--- src/rtl/st_ld_fwd_buffer.sv ---
`default_nettype none
// ============================================================================
// Module      : st_ld_fwd_buffer
// Description : In-order store buffer draining to data memory, with
//               youngest-first store-to-load forwarding for the MEM stage.
// Revision    : 1.0
// ============================================================================
module st_ld_fwd_buffer #(
    parameter int DEPTH  = 4,
    parameter int ADDR_W = 64,
    parameter int DATA_W = 64
) (
    input  logic                       clk,
    input  logic                       rst_n,
    input  logic                       st_valid,
    output logic                       st_ready,
    input  logic [ADDR_W-1:0]          st_addr,
    input  logic [DATA_W-1:0]          st_data,
    input  logic                       ld_valid,
    input  logic [ADDR_W-1:0]          ld_addr,
    output logic                       ld_hit,
    output logic [DATA_W-1:0]          ld_data,
    output logic                       mem_wr_valid,
    input  logic                       mem_wr_ready,
    output logic [ADDR_W-1:0]          mem_wr_addr,
    output logic [DATA_W-1:0]          mem_wr_data,
    output logic [$clog2(DEPTH):0]     count,
    output logic                       empty
);

    localparam int PTR_W = $clog2(DEPTH);
    localparam int CNT_W = PTR_W + 1;
    localparam logic [CNT_W-1:0] C_FULL_COUNT = CNT_W'(DEPTH);
    localparam logic [PTR_W-1:0] C_PTR_ONE    = PTR_W'(1);
    localparam logic [CNT_W-1:0] C_CNT_ONE    = CNT_W'(1);

    logic [ADDR_W-1:0] r_addr [DEPTH];
    logic [DATA_W-1:0] r_data [DEPTH];
    logic [PTR_W-1:0]  r_head;
    logic [PTR_W-1:0]  r_tail;
    logic [CNT_W-1:0]  r_count;

    logic              w_enq;
    logic              w_deq;
    logic [PTR_W-1:0]  w_age [DEPTH];
    logic [DEPTH-1:0]  w_match;
    logic [PTR_W-1:0]  w_idx;
    logic              w_ld_hit;
    logic [DATA_W-1:0] w_ld_data;

    assign st_ready     = (r_count != C_FULL_COUNT);
    assign empty        = (r_count == '0);
    assign count        = r_count;
    assign mem_wr_valid = !empty;
    assign mem_wr_addr  = r_addr[r_head];
    assign mem_wr_data  = r_data[r_head];

    assign w_enq = st_valid && st_ready;
    assign w_deq = mem_wr_valid && mem_wr_ready;

    always_ff @(posedge clk or negedge rst_n) begin
        if (!rst_n) begin
            r_head  <= '0;
            r_tail  <= '0;
            r_count <= '0;
        end else begin
            if (w_enq) begin
                r_tail <= r_tail + C_PTR_ONE;
            end
            if (w_deq) begin
                r_head <= r_head + C_PTR_ONE;
            end
            case ({w_enq, w_deq})
                2'b10:   r_count <= r_count + C_CNT_ONE;
                2'b01:   r_count <= r_count - C_CNT_ONE;
                default: r_count <= r_count;
            endcase
        end
    end

    // Payload needs no reset: occupancy is tracked solely by r_count.
    always_ff @(posedge clk) begin
        if (w_enq) begin
            r_addr[r_tail] <= st_addr;
            r_data[r_tail] <= st_data;
        end
    end

    // An entry is live when its age (distance from head) is below count.
    for (genvar g = 0; g < DEPTH; g++) begin : g_entry
        assign w_age[g]   = PTR_W'(g) - r_head;
        assign w_match[g] = ld_valid
                         && ({1'b0, w_age[g]} < r_count)
                         && (r_addr[g][ADDR_W-1:3] == ld_addr[ADDR_W-1:3]);
    end

    // Walk oldest to youngest so the youngest match overwrites; the store
    // being accepted this cycle is younger than every buffered entry.
    always_comb begin
        w_ld_hit  = 1'b0;
        w_ld_data = '0;
        w_idx     = '0;
        for (int a = 0; a < DEPTH; a++) begin
            w_idx = r_head + PTR_W'(a);
            if (w_match[w_idx]) begin
                w_ld_hit  = 1'b1;
                w_ld_data = r_data[w_idx];
            end
        end
        if (ld_valid && w_enq && (st_addr[ADDR_W-1:3] == ld_addr[ADDR_W-1:3])) begin
            w_ld_hit  = 1'b1;
            w_ld_data = st_data;
        end
    end

    assign ld_hit  = w_ld_hit;
    assign ld_data = w_ld_data;

endmodule
`default_nettype wire

--- config.mk ---
export PLATFORM = sky130hd
export DESIGN_NAME = st_ld_fwd_buffer
export DESIGN_NICKNAME = d
export VERILOG_FILES = /design/src/rtl/st_ld_fwd_buffer.sv
export SDC_FILE = /design/constraint.sdc
export NUM_CORES = 1
export LEC_CHECK = 0
export ABC_CLOCK_PERIOD_IN_PS = 6300
export CORE_MARGIN = 3
export CORE_UTILIZATION = 56
export CTS_CLUSTER_SIZE = 8
export DETAILED_ROUTE_END_ITERATION = 7
export PLACE_DENSITY = 0.81
export SLEW_MARGIN = 25
export SYNTH_ARGS = -nofsm -noshare
export SYNTH_HDL_FRONTEND = slang
export SYNTH_SLANG_ARGS = --single-unit
--- constraint.sdc ---
create_clock -name clk -period 6.3 [get_ports clk]
set_input_delay 1.26 -clock clk [delete_from_list [all_inputs] [get_ports clk]]
set_output_delay 1.26 -clock clk [all_outputs]
set_load 0.02 [all_outputs]
==> qor.txt <==
Input/output buffers: 392
Via/cell ratio: 6.73
Top-count cell post-synth: edfxtp_1
Clock skew: 18.0 ps
Drc violations: 0
Synth Area in Adders: 0.00444
Die height: 237 um
Finished Cell Area: 38200 um^2
Hold_buf cts: 0
Starting density of the core: 0.574
Unique masters post-synth: 60
# setup viols final: 0
Max-slew headroom: 0.269
Fin cells: 3640
Flops & latches, synth: 519
Switching share of power: 0.384
Synthesis-to-finish area growth: 28.1%
Final net count: 3142
Post-Synth Simple-Gate Area: 0.120
Antenna violations before repair: 12
Seq pwr share: 0.316
Layout cells sized above 1: 0.196
Post-synthesis cell count: 2441
Via count: 24510
CP arrival: 5000 ps
Clock power share: 0.227
Yosys Warn Count: 0
Xor and xnor area share after synthesis: 0.0666
Clk slew on worst S/H paths: 50 ps
Peak VDD IR: 0.489 mV
Largest cells by area after synthesis: edfxtp_1 52%, mux2_2 5.1%, mux4_2 4.8%
Final Hold Violating Endpoints: 0
H-tree levels: 3
Latest clock arrival within the worst-skew pair: 610 ps
Share of the synthesized area in the top cell type: 0.515
R2R depth: 4
# rows: 83
Area post-placement: 35900 um^2
Clock period minus worst slack: 6260 ps
GR Overflow Total: 0
Maximum clock rate: 160 MHz
R2r endpoint: r_addr[1][18]$_DFFE_PP_
Hold wc startpoint: count[1]$_DFFE_PN0P_
Core Box Area: 52000 um^2
Final worst-path cycle share: 0.994
Detailed placement HPWL: 72.4 mm
Register area: 15600 um^2
Net Count, Synth: 2648
GRT Total Usage: 0.364
Syn Area/Cell: 12.2 um^2
Path type of the worst setup path: in2out
Switching pwr: 6070 uW
Initial DRC count: 3196
Routed length per placed instance: 29.1 um
Post-synthesis sequential area ratio: 0.521
FF-to-FF setup slack: 3720 ps
Routed WL: 106 mm
Worst min path class: reg2reg
Number of global-route vias before repair: 23798
Multiplexer share of the synthesized area: 0.141
Pint: 9730 uW
R2r startpoint: count[1]$_DFFE_PN0P_
Most common flop cell mapped by yosys: edfxtp_1
Number of enable flip-flop cells after synthesis: 512
Status: complete, no violations
Commonest cells post-synth: 512 x edfxtp_1, 267 x nor2_1, 136 x clkbuf_1, 136 x mux2_2, 122 x mux2i_1
Comb power frac: 0.457
PwrDens: 413 nW/um^2
Total power: 15800 uW
CTS buffer count: 75
Worst-Margin Slew: 1100 ps
Synthesized area: 29800 um^2
Multi-input gate area: 13500 um^2
First-pass GRT wire length: 153 mm
Utilization after layout: 0.735
Clk buf depth: 3
Number of antenna-violating nets in the routed design: 0
Max-capacitance violation count: 0
CTS tree: yes
P_leak: 0.0136 uW
Die Wd: 237 um
Ys async rst share: 0.0135
Die area: 56100 um^2
Critical Path RT: 5040 ps
Root buf cell: clkbuf_16
Final Wtd Congestion: 1.04
Worst hold path stage count: 2
Compound-gate portion of the synthesized area: 0.111
Largest net degree at the start of global routing: 241
Largest family of logic cells by synthesized area: multiplexers
Clock Sinks: 519
WHS Endpoint: count[1]$_DFFE_PN0P_
Setup crit end kind: output pin
I/O pin total: 396
Placed insts: 3528
Yosys top cell by area: edfxtp_1
Startpoint types: input pin
Setup WS post-layout: 39.5 ps
DRT Pass-1 Iters: 6
Worst Path Max Fanout: 8
Fillers: 3342
Dpl ws: -516 ps
Final slew viol count: 0
==> cells in the final DEF (no fill, tap or decap), types with 7 or more instances in the layout <==
master           count
mux4_2              64
clkbuf_16           78
buf_12              35
a2111oi_1            9
inv_1               49
nor4_1              29
o311ai_1            60
mux2i_1            120
o21a_1              56
diode_2             11
xor2_1             112
nand2_1             71
nand4_1             43
a32oi_1             64
o22a_1               8
xnor2_1            108
and2_1             120
mux2_2             136
ha_1                 9
dlygate4sd2_1       50
nor2b_1             59
clkdlybuf4s15_1      7
o21ai_0              7
nand3_1             64
o41ai_1             62
nor2_1             267
nand2b_1            27
o22ai_1              7
a31o_1              62
nor4_2               7
edfxtp_1           512
buf_4              196
clkdlybuf4s50_1    323
==> registers in the layout, indices dropped and copies added (netlist names) <==
signal  count
count       3
r_addr    256
r_data    256
r_head      2
r_tail      2
==> per-stage QoR <==
step | TNS (ps) | hold WS (ps)
6_report | 0 | 542
5_1_grt | -2560 | 617
4_1_cts | -3.26 | 541
3_5_place_dp | -29670 | 527
3_3_place_gp | -20790 | 500
2_1_floorplan | 0 | 580
==> cell families (layout without fill, tap and decap cells) <==
kind of cell,count (synthesis),count (layout)
simple gates,708,708
buf+inv,262,770
compound gates,393,393
fa+ha+maj,10,10
xor+xnor,227,227
other cells,0,11
mux,322,322
flops,519,519
==> power by group through the flow <==
| stage | Combinational [uW] | Clock, uW | Sequential (uW) |
|---|---|---|---|
| after global routing | 7580 | 3750 | 5030 |
| after CTS | 7110 | 3610 | 4960 |
| final | 7220 | 3590 | 4990 |
| after floorplan | 4360 | 0 | 4940 |
| after detailed placement | 7050 | 0 | 5020 |
| after global placement | 6880 | 0 | 4960 |
==> repair_timing <==
item / 4_1_cts / 5_1_grt
gates resized for setup: 93 / 44
gates cloned: 0 / 2
setup buffers: 5 / 2
setup endpoints to repair: 64 / 64
pin swaps: 1 / 2
==> worst max-delay path: stages <==
cell,delay [ps]
clkdlybuf4s50_1,510
buf_4,210
nor2b_1,160
a2111oi_1,390
nand4_1,200
nor4_4,380
buf_4,190
nand3_1,110
o21ai_4,160
mux2i_4,200
buf_12,210
o41ai_1,410
a31o_1,170
dlygate4sd2_1,430
==> cell type report <==
cell class | count | area share
Antenna cell | 11 | 0.000720
Clock buffer | 82 | 0.0503
Clock inverter | 9 | 0.00196
Inverter | 51 | 0.00501
Multi-Input combinational cell | 1660 | 0.353
Sequential cell | 519 | 0.407
Tap cell | 680 | 0.0223
Timing Repair Buffer | 628 | 0.160
==> metal layers <==
metal	vias up	GRT usage	share of wire
met5	-	0	0.00025
met4	4	0.132	0.038
met3	260	0.0870	0.13
met2	1809	0.563	0.46
met1	12109	0.504	0.38
li1	10328	-	-
==> worst max path at each step <==
stage	from	end	cells after the start
floorplan	r_head[0]$_DFFE_PN0P_	ld_data[10]	16
detailed placement	ld_addr[62]	ld_data[14]	16
CTS	ld_addr[11]	ld_data[46]	17
finish	ld_addr[36]	ld_data[6]	14
global placement	ld_addr[57]	ld_data[6]	16
global route	ld_addr[36]	ld_data[6]	14
No activity file was read; power rests on OpenSTA's default activity.
